<file path="src/rtl/rv_pkg.sv">
// Shared definitions for the write-back stage: datapath width, load encodings,
// WB state encoding and the holding-register control fields.
package rv_pkg;

    localparam int XLEN = 32;

    localparam logic [2:0] F3_LB  = 3'b000;
    localparam logic [2:0] F3_LH  = 3'b001;
    localparam logic [2:0] F3_LW  = 3'b010;
    localparam logic [2:0] F3_LD  = 3'b011;
    localparam logic [2:0] F3_LBU = 3'b100;
    localparam logic [2:0] F3_LHU = 3'b101;
    localparam logic [2:0] F3_LWU = 3'b110;

    typedef enum logic [1:0] {
        WB_EMPTY = 2'd0,
        WB_HOLD  = 2'd1,
        WB_WAIT  = 2'd2
    } wb_state_e;

    // Data payload is held separately because its width follows the XLEN parameter.
    typedef struct packed {
        logic       is_load;
        logic [2:0] funct3;
        logic [2:0] addr_lo;
        logic       rf_wen;
        logic [4:0] waddr;
    } wb_req_t;

endpackage

</file>
<file path="src/rtl/rv_load_ext.sv">
// Load data aligner: picks byte/half/word at the address offset and sign/zero-extends.
// Purely combinational, no backpressure.
module rv_load_ext #(
    parameter int XLEN = 32
) (
    input  logic [XLEN-1:0] rdata_i,
    input  logic [2:0]      funct3_i,
    input  logic [2:0]      addr_lo_i,
    output logic [XLEN-1:0] data_o
);
    import rv_pkg::*;

    logic [2:0]      off;
    logic [XLEN-1:0] sh;

    // A 32-bit datapath only has four byte lanes, so the top offset bit is dropped.
    assign off = addr_lo_i & ((XLEN == 64) ? 3'b111 : 3'b011);
    assign sh  = rdata_i >> {off, 3'b000};

    always_comb begin
        data_o = rdata_i;
        unique case (funct3_i)
            F3_LB:   data_o = XLEN'($signed(sh[7:0]));
            F3_LH:   data_o = XLEN'($signed(sh[15:0]));
            F3_LW:   data_o = XLEN'($signed(sh[31:0]));
            F3_LBU:  data_o = XLEN'(sh[7:0]);
            F3_LHU:  data_o = XLEN'(sh[15:0]);
            F3_LWU:  data_o = (XLEN == 64) ? XLEN'(sh[31:0]) : rdata_i;
            default: data_o = rdata_i;
        endcase
    end

endmodule

</file>
<file path="src/rtl/rv_stage_wb_lsx.sv">
// Write-back stage: holds one MEM result, waits for dmem on loads, commits to RF/forwarding.
// Non-loads commit the cycle after capture; loads on first rvalid; capture overlaps commit.
module rv_stage_wb_lsx #(
    parameter int XLEN  = rv_pkg::XLEN,
    parameter int CNT_W = 64
) (
    input  logic             i_clk,
    input  logic             i_rst_n,
    input  logic             i_mem_valid,
    output logic             o_mem_ready,
    input  logic             i_mem_is_load,
    input  logic [2:0]       i_mem_funct3,
    input  logic [2:0]       i_mem_addr_lo,
    input  logic             i_mem_rf_wen,
    input  logic [4:0]       i_mem_rf_waddr,
    input  logic [XLEN-1:0]  i_mem_rf_wdata_pre,
    input  logic             i_dmem_rvalid,
    input  logic [XLEN-1:0]  i_dmem_rdata,
    output logic             o_wb_rf_wen,
    output logic [4:0]       o_wb_rf_waddr,
    output logic [XLEN-1:0]  o_wb_rf_wdata,
    output logic             o_wb_fwd_valid,
    output logic [4:0]       o_wb_fwd_waddr,
    output logic [XLEN-1:0]  o_wb_fwd_data,
    output logic             o_wb_load_pending,
    output logic [4:0]       o_wb_pending_waddr,
    output logic [CNT_W-1:0] o_wb_retire_cnt,
    output logic             o_wb_err
);
    import rv_pkg::*;

    wb_state_e        state_q, state_d;
    wb_req_t          req_q, req_d;
    logic [XLEN-1:0]  wdata_q, wdata_d;
    logic [CNT_W-1:0] cnt_q, cnt_d;
    logic             err_q, err_d;

    logic             commit;
    logic             accept;
    logic [XLEN-1:0]  ld_data;

    rv_load_ext #(.XLEN(XLEN)) u_load_ext (
        .rdata_i   (i_dmem_rdata),
        .funct3_i  (req_q.funct3),
        .addr_lo_i (req_q.addr_lo),
        .data_o    (ld_data)
    );

    assign commit      = (state_q == WB_HOLD) | ((state_q == WB_WAIT) & i_dmem_rvalid);
    assign o_mem_ready = (state_q == WB_EMPTY) | commit;
    assign accept      = i_mem_valid & o_mem_ready;

    always_comb begin
        state_d = state_q;
        req_d   = req_q;
        wdata_d = wdata_q;
        if (accept) begin
            req_d.is_load = i_mem_is_load;
            req_d.funct3  = i_mem_funct3;
            req_d.addr_lo = i_mem_addr_lo;
            req_d.rf_wen  = i_mem_rf_wen;
            req_d.waddr   = i_mem_rf_waddr;
            wdata_d       = i_mem_rf_wdata_pre;
            state_d       = i_mem_is_load ? WB_WAIT : WB_HOLD;
        end else if (commit) begin
            state_d = WB_EMPTY;
        end
    end

    assign cnt_d = commit ? cnt_q + CNT_W'(1) : cnt_q;
    // A response is only legitimate while a load sits in WAIT; anything else is sticky.
    assign err_d = err_q | (i_dmem_rvalid & (state_q != WB_WAIT));

    always_ff @(posedge i_clk or negedge i_rst_n) begin
        if (!i_rst_n) begin
            state_q <= WB_EMPTY;
            req_q   <= '0;
            wdata_q <= '0;
            cnt_q   <= '0;
            err_q   <= 1'b0;
        end else begin
            state_q <= state_d;
            req_q   <= req_d;
            wdata_q <= wdata_d;
            cnt_q   <= cnt_d;
            err_q   <= err_d;
        end
    end

    assign o_wb_rf_wen        = commit & req_q.rf_wen & (req_q.waddr != 5'd0);
    assign o_wb_rf_waddr      = req_q.waddr;
    assign o_wb_rf_wdata      = req_q.is_load ? ld_data : wdata_q;
    assign o_wb_fwd_valid     = o_wb_rf_wen;
    assign o_wb_fwd_waddr     = o_wb_rf_waddr;
    assign o_wb_fwd_data      = o_wb_rf_wdata;
    assign o_wb_load_pending  = (state_q == WB_WAIT) & ~i_dmem_rvalid;
    assign o_wb_pending_waddr = o_wb_load_pending ? req_q.waddr : 5'd0;
    assign o_wb_retire_cnt    = cnt_q;
    assign o_wb_err           = err_q;

endmodule

</file>
<file path="config.mk">
export PLATFORM = sky130hd
export DESIGN_NAME = rv_stage_wb_lsx
export DESIGN_NICKNAME = d
export VERILOG_FILES = /design/src/rtl/rv_pkg.sv /design/src/rtl/rv_load_ext.sv /design/src/rtl/rv_stage_wb_lsx.sv
export SDC_FILE = /design/constraint.sdc
export NUM_CORES = 1
export LEC_CHECK = 0
export CAP_MARGIN = 20
export CORE_MARGIN = 2
export CORE_UTILIZATION = 49
export DETAILED_ROUTE_END_ITERATION = 10
export PLACE_DENSITY = 0.87
export RECOVER_POWER = 25
export SLEW_MARGIN = 40
export SYNTH_ARGS = -nofsm -noshare
export SYNTH_HDL_FRONTEND = slang
export SYNTH_SLANG_ARGS = --single-unit
export TNS_END_PERCENT = 100
</file>
<file path="constraint.sdc">
create_clock -name i_clk -period 3.7 [get_ports i_clk]
set_clock_uncertainty 0.1 [all_clocks]
set_input_delay 0.74 -clock i_clk [delete_from_list [all_inputs] [get_ports i_clk]]
set_output_delay 0.74 -clock i_clk [all_outputs]
set_load 0.02 [all_outputs]
</file>
==> results of run 1 <==
==> area by class of cell <==
class / count / area, sq um
Inverter: 14 / 52.6
Timing Repair Buffer: 261 / 2380
Sequential cell: 111 / 2780
Clock inverter: 3 / 18.8
Tap cell: 172 / 215
Clock buffer: 12 / 256
Fill cell: 980 / 3780
Multi-Input combinational cell: 424 / 2980
==> power breakdown <==
group / switching [mW] / internal [mW] / total, mW
registers: 0.146 / 1.35 / 1.49
clock network: 0.424 / 0.489 / 0.914
logic: 1.03 / 0.854 / 1.88
==> flip-flops by register name, summed over array words and instances, names as in the netlist <==
| register | cells |
|---|---|
| o_wb_retire_cnt | 64 |
| state_q | 2 |
| req_q | 7 |
| o_wb_err | 1 |
| wdata_q | 32 |
| o_wb_fwd_waddr | 5 |
==> cells in the mapped netlist (4+ instances only) <==
| cell type | count | share of area [%] |
|---|---|---|
| o221ai_1 | 7 | 0.99 |
| nand4_1 | 21 | 2.1 |
| nor4_1 | 4 | 0.40 |
| buf_2 | 11 | 0.89 |
| mux2i_1 | 18 | 2.9 |
| nand2_1 | 53 | 3.2 |
| and2_1 | 9 | 0.91 |
| o21ai_0 | 24 | 1.9 |
| nor3_1 | 17 | 1.4 |
| a21oi_1 | 17 | 1.4 |
| and4_1 | 6 | 0.85 |
| dfrtp_1 | 111 | 45 |
| mux2_2 | 40 | 7.3 |
| nand3_1 | 18 | 1.5 |
| a221oi_1 | 7 | 0.99 |
| inv_1 | 14 | 0.85 |
| nor2_1 | 54 | 3.3 |
| buf_4 | 43 | 5.2 |
| xor2_1 | 33 | 4.7 |
| clkbuf_1 | 16 | 0.97 |
| o221a_2 | 8 | 1.5 |
| nand2b_1 | 5 | 0.50 |
| xnor2_1 | 30 | 4.2 |
| a22oi_1 | 8 | 0.97 |
| and3_1 | 13 | 1.3 |
==> kinds of logic (layout without fill, tap and decap cells) <==
logic type / count (synthesis) / after routing / share of synthesized area, %
mux: 59 / 59 / 10.5
compound gates: 77 / 77 / 8.41
flops: 111 / 111 / 44.8
fa+ha+maj: 1 / 1 / 0.202
simple gates: 224 / 224 / 18.9
xor+xnor: 63 / 63 / 8.89
buf+inv: 86 / 290 / 8.27
==> path summary, 6_finish.rpt <==
kind | from | to | slack, ns | cells past startpoint
max | i_dmem_rdata[7] | o_wb_rf_wdata[12] | 0.06 | 8
min | o_wb_err | o_wb_err | 0.36 | 1
max reg2reg | state_q[0] | o_wb_retire_cnt[58] | 1.25 | 5
min reg2reg | o_wb_err | o_wb_err | 0.36 | 1
max in group asynchronous | i_rst_n | req_q[12] | 0.76 | 2
min in group asynchronous | i_rst_n | wdata_q[7] | 0.55 | 1
==> worst max-delay path: stages <==
cell,delay (ns)
clkdlybuf4s50_1,0.50
mux2i_1,0.09
buf_4,0.14
mux2i_1,0.20
nand3b_1,0.13
and3_4,0.23
a221oi_1,0.37
dlygate4sd2_1,0.38
==> what timing repair did <==
item,4_1_cts,5_1_grt
pin swaps,0,0
buffers inserted,0,0
setup endpoints to repair,49,48
gates resized for setup,156,38
==> layer usage <==
metal / track usage, % / routed length [um]
met1: 33.8 / 7470
met2: 47.4 / 9510
met3: 5.92 / 1500
met4: 8.86 / 393
met5: 0 / 0
==> metrics by stage <==
step	std cells	setup TNS [ns]
floorplan	621	0
global placement	982	-17.33
CTS	997	-0.165
global route	997	-0.0528
finish	997	0
detailed placement	982	-18.93
==> metrics.cfg, run 1 <==
[run_status]
status = complete, no violations

[floorplanning]
coreArea_sq_um = 12500
die_y_um = 117
die_x_um = 117
dieArea_sq_um = 13600
io_pins = 229
fp-row-count = 41
initial_utilization_pct = 49.8

[cells_and_area]
layout_common_cells = 172 x clkdlybuf4s50_1, 110 x dfrtp_1, 53 x nor2_1
final_common_cell = clkdlybuf4s50_1
utilization_pct = 69.6
n_antenna_cell = 0
nNetsFinal = 903
drive_gt1_share_pct = 19.4
area_delta_synth_final_pct = 39.9
design_area_sq_um = 8680

[synthesis]
ys_async_sr_fraction_pct = 100
syn_inst = 621
ys_types = 50
synth_edf_count = 0
synthesis.area_sq_um = 6200
yosysWarningCount = 0
yosysSeqAreaShare_pct = 44.8
syn_avg_cell_area_sq_um = 9.99
synthFlopType = dfrtp_1
syn_nets = 703
ys_ff_latch = 111

[clocking]
htreeDepth = 3
cts.sinks = 111
numCtsBuffers = 9
clockBufferDepth = 2
cts_tree = done
cts_hold_buf = 0
cts-root-buf = clkbuf_16
clk_pin_slew_worst_paths_ns = 0.07
clk_latency_ns = 0.35

[critical_path]
start_kind = input port
crit_path_end_kind = output pin
worstSetupPathType = input port to output pin
required_ns = 2.86
worstPathArrival_ns = 2.80
path_max_fanout = 8

[detailed_routing]
remaining_drc_errors = 0
vias = 5623
drt-total-wl_um = 18900
wl_per_cell_um = 18.9
ant_nets = 0
drt-initial-drc-count = 416
avgViaCountPerCell = 5.64
dr.pass1.iters = 5

[global_routing]
track_usage_pct = 27.2
grt_pass1_wl_um = 28400
grt_max_degree = 61
grt_pass1_vias = 5437
antenna_found_initial = 0
globalRoute.totalOverflow = 0

[pwr]
power_density_nw_per_um2 = 494
power_mw = 4.29
ir_drop_mv = 0.271
leakage_nw = 3.82

[sta]
rsz0062_at_grt = yes
worst_slack_ns = 0.0558
fmax_mhz = 274
fin_hold_ws_ns = 0.361
finalCritPeriodShare_pct = 98.5
setup_viol = 0
maxSlewHeadroom_pct = 4.72
slew_viol_final = 0
finalCriticalPeriod_ns = 3.64
worst_pin_slew_ns = 1.43
finalHoldViolCount = 0

[placement]
place_congestion = 0.914
placedInstanceArea_sq_um = 8510
dp_slack_ns = -0.501
io_buffers = 227
place_hpwl_um = 14300

[job]
drv_cap = 0

[worst_hold_path]
hp-class = flip-flop to flip-flop

Power figures use the tool's default switching activity.
==> run 2: changes to the inputs <==
--- a/config.mk
+++ b/config.mk
@@ -11,7 +11,7 @@
 export DETAILED_ROUTE_END_ITERATION = 10
 export PLACE_DENSITY = 0.87
 export RECOVER_POWER = 25
-export SLEW_MARGIN = 40
+export SLEW_MARGIN = 30
 export SYNTH_ARGS = -nofsm -noshare
 export SYNTH_HDL_FRONTEND = slang
 export SYNTH_SLANG_ARGS = --single-unit
==> run 2 against run 1 <==
Effect of this change:
- routed wire length about the same
- cell count unchanged
- maximum frequency down 0.48%
- power down 0.23%
- global-route usage unchanged
- critical path depth unchanged
- sequential power about the same
- worst hold slack about the same
- setup slack worse by 0.018 ns
- sequential share of layout area about the same
==> metrics.cfg, run 2 (synthesis results as in run 1) <==
[pwr]
leakage_nw = 3.81  ; -0.12%
ir_drop_mv = 0.272  ; +0.21%
power_density_nw_per_um2 = 494  ; about the same

[critical_path]
critPathLaunch = i_dmem_rdata[7]
worstSetupPathType = input port to output pin
worstSetupPathDepth = 8  ; unchanged
r2r_cells = 5  ; unchanged
endpoint = o_wb_rf_wdata[12]
start_kind = input port
crit_chain = clkdlybuf4s50_1, mux2i_1, buf_4, mux2i_1, nand3b_1, and3_4, a221oi_1, dlygate4sd2_1
r2r-start = state_q[0]
timing.rr.end = o_wb_retire_cnt[58]
crit_path_end_kind = output pin
required_ns = 2.86  ; about the same
reg2reg_slack_ns = 1.27  ; +0.02 ns
path_buf_inv = 3  ; unchanged
worstPathArrival_ns = 2.82  ; +0.02 ns
path_max_fanout = 8  ; unchanged
crit_family = buffers and inverters
slowest_stage = clkdlybuf4s50_1
cp_common_cell = mux2i_1
max_stage_delay_ns = 0.50  ; about the same

[sta]
maxSlewHeadroom_pct = 4.00  ; -0.72 points
slew_viol_final = 0  ; unchanged
finalHoldViolCount = 0  ; unchanged
finalCriticalPeriod_ns = 3.66  ; +0.0177 ns
rsz0062_at_grt = yes
worst_pin_slew_ns = 1.44  ; +0.0107 ns
worst_slack_ns = 0.0382  ; -0.0177 ns
fmax_mhz = 273  ; -0.48%
finalCritPeriodShare_pct = 99.0  ; +0.48 points
setup_viol = 0  ; unchanged

[global_routing]
grt_pass1_wl_um = 28400  ; unchanged
antenna_found_initial = 0  ; unchanged
grt_pass1_vias = 5437  ; unchanged
grt_max_degree = 61  ; unchanged
globalRoute.totalOverflow = 0  ; unchanged
track_usage_pct = 27.2  ; unchanged

[detailed_routing]
remaining_drc_errors = 0  ; unchanged
drt-initial-drc-count = 371  ; -11%
wl_per_cell_um = 18.9  ; about the same
dr.pass1.iters = 5  ; unchanged
drt-total-wl_um = 18900  ; about the same
ant_nets = 0  ; unchanged
avgViaCountPerCell = 5.58  ; -1.0%
vias = 5565  ; -1.0%

[clocking]
numCtsBuffers = 9  ; unchanged
clk_latency_ns = 0.35  ; about the same
htreeDepth = 3  ; unchanged
clockBufferDepth = 2  ; unchanged
cts_tree = done
cts.sinks = 111  ; unchanged
clk_pin_slew_worst_paths_ns = 0.07  ; about the same
cts-root-buf = clkbuf_16

[floorplanning]
coreArea_sq_um = 12500  ; unchanged
fp-row-count = 41  ; unchanged
dieArea_sq_um = 13600  ; unchanged
io_pins = 229  ; unchanged
die_y_um = 117  ; unchanged
die_x_um = 117  ; unchanged
initial_utilization_pct = 49.8  ; unchanged

[cells_and_area]
area_delta_synth_final_pct = 39.7
layout_common_cells = 172 x clkdlybuf4s50_1, 111 x dfrtp_1, 53 x nor2_1
nNetsFinal = 903  ; unchanged
n_antenna_cell = 0  ; unchanged
multi_input_area_sq_um = 2970  ; -0.29%
drive_gt1_share_pct = 19.3  ; -0.12 points
seq_area_sq_um = 2780  ; about the same
n_fill_cell = 979  ; -0.10%
final_common_cell = clkdlybuf4s50_1
utilization_pct = 69.5  ; -0.12 points
largest_reg_flops = 64  ; unchanged

[placement]
place_congestion = 0.914  ; unchanged
place_hpwl_um = 14300  ; unchanged
dp_slack_ns = -0.501  ; unchanged
io_buffers = 227  ; unchanged

[run_status]
status = complete, no violations

[worst_hold_path]
hold_path_depth = 1  ; unchanged
hp-class = flip-flop to flip-flop

[job]
drv_cap = 0  ; unchanged

## run 2: cell count changes in the layout (fill, tap and decap cells not counted)
cell     delta
buf_2       +2
buf_4       -2
dfrtp_1     +1
dfrtp_2     -1
o221a_2     +1
o221a_4     -1
## run 2: per-stage QoR
stage          setup TNS (ns)  hold slack (ns)  total power [mW]  area (sq um)  std cells
2_1_floorplan               0            0.344              2.70          6200        621
6_report                    0            0.361              4.28          8670        997
3_3_place_gp           -17.33            0.343              3.47          8510        982
4_1_cts                -0.165            0.351              4.32          8740        997
3_5_place_dp           -18.93            0.347              3.51          8510        982
5_1_grt                -0.150            0.380              4.50          8670        997
## run 2: cell type report
type / count / area share, %
Inverter: 14 / 0.606
Tap cell: 172 / 2.48
Multi-Input combinational cell: 424 / 34.3
Sequential cell: 111 / 32.0
Timing Repair Buffer: 261 / 27.4
Clock inverter: 3 / 0.217
Clock buffer: 12 / 2.96
## run 2: metal layers
layer	wire, um	vias up	global-route usage, %
met4	391	0	8.86
li1	-	2530	-
met3	1440	31	5.92
met2	9510	248	47.4
met5	0	-	0
met1	7520	2756	33.8
## run 2: where the power goes
part,switching [mW],internal (mW)
clock,0.424,0.489
sequential,0.146,1.35
combinational,1.03,0.846
## run 2: repair_timing
item                                    4_1_cts  5_1_grt
resized for setup                           156       35
buffers inserted                              0        0
endpoints found under the setup margin       49       56
hold endpoints to repair                      0        0
hold buffers                                  0        0
## run 2: how the worst min path moves through the flow
stage / slack, ns / from / to
6_report: 0.36 / o_wb_err / o_wb_err
4_1_cts: 0.35 / i_rst_n / wdata_q[7]
3_5_place_dp: 0.35 / o_wb_err / o_wb_err
2_1_floorplan: 0.34 / i_rst_n / o_wb_err
3_3_place_gp: 0.34 / o_wb_err / o_wb_err
5_1_grt: 0.38 / o_wb_err / o_wb_err
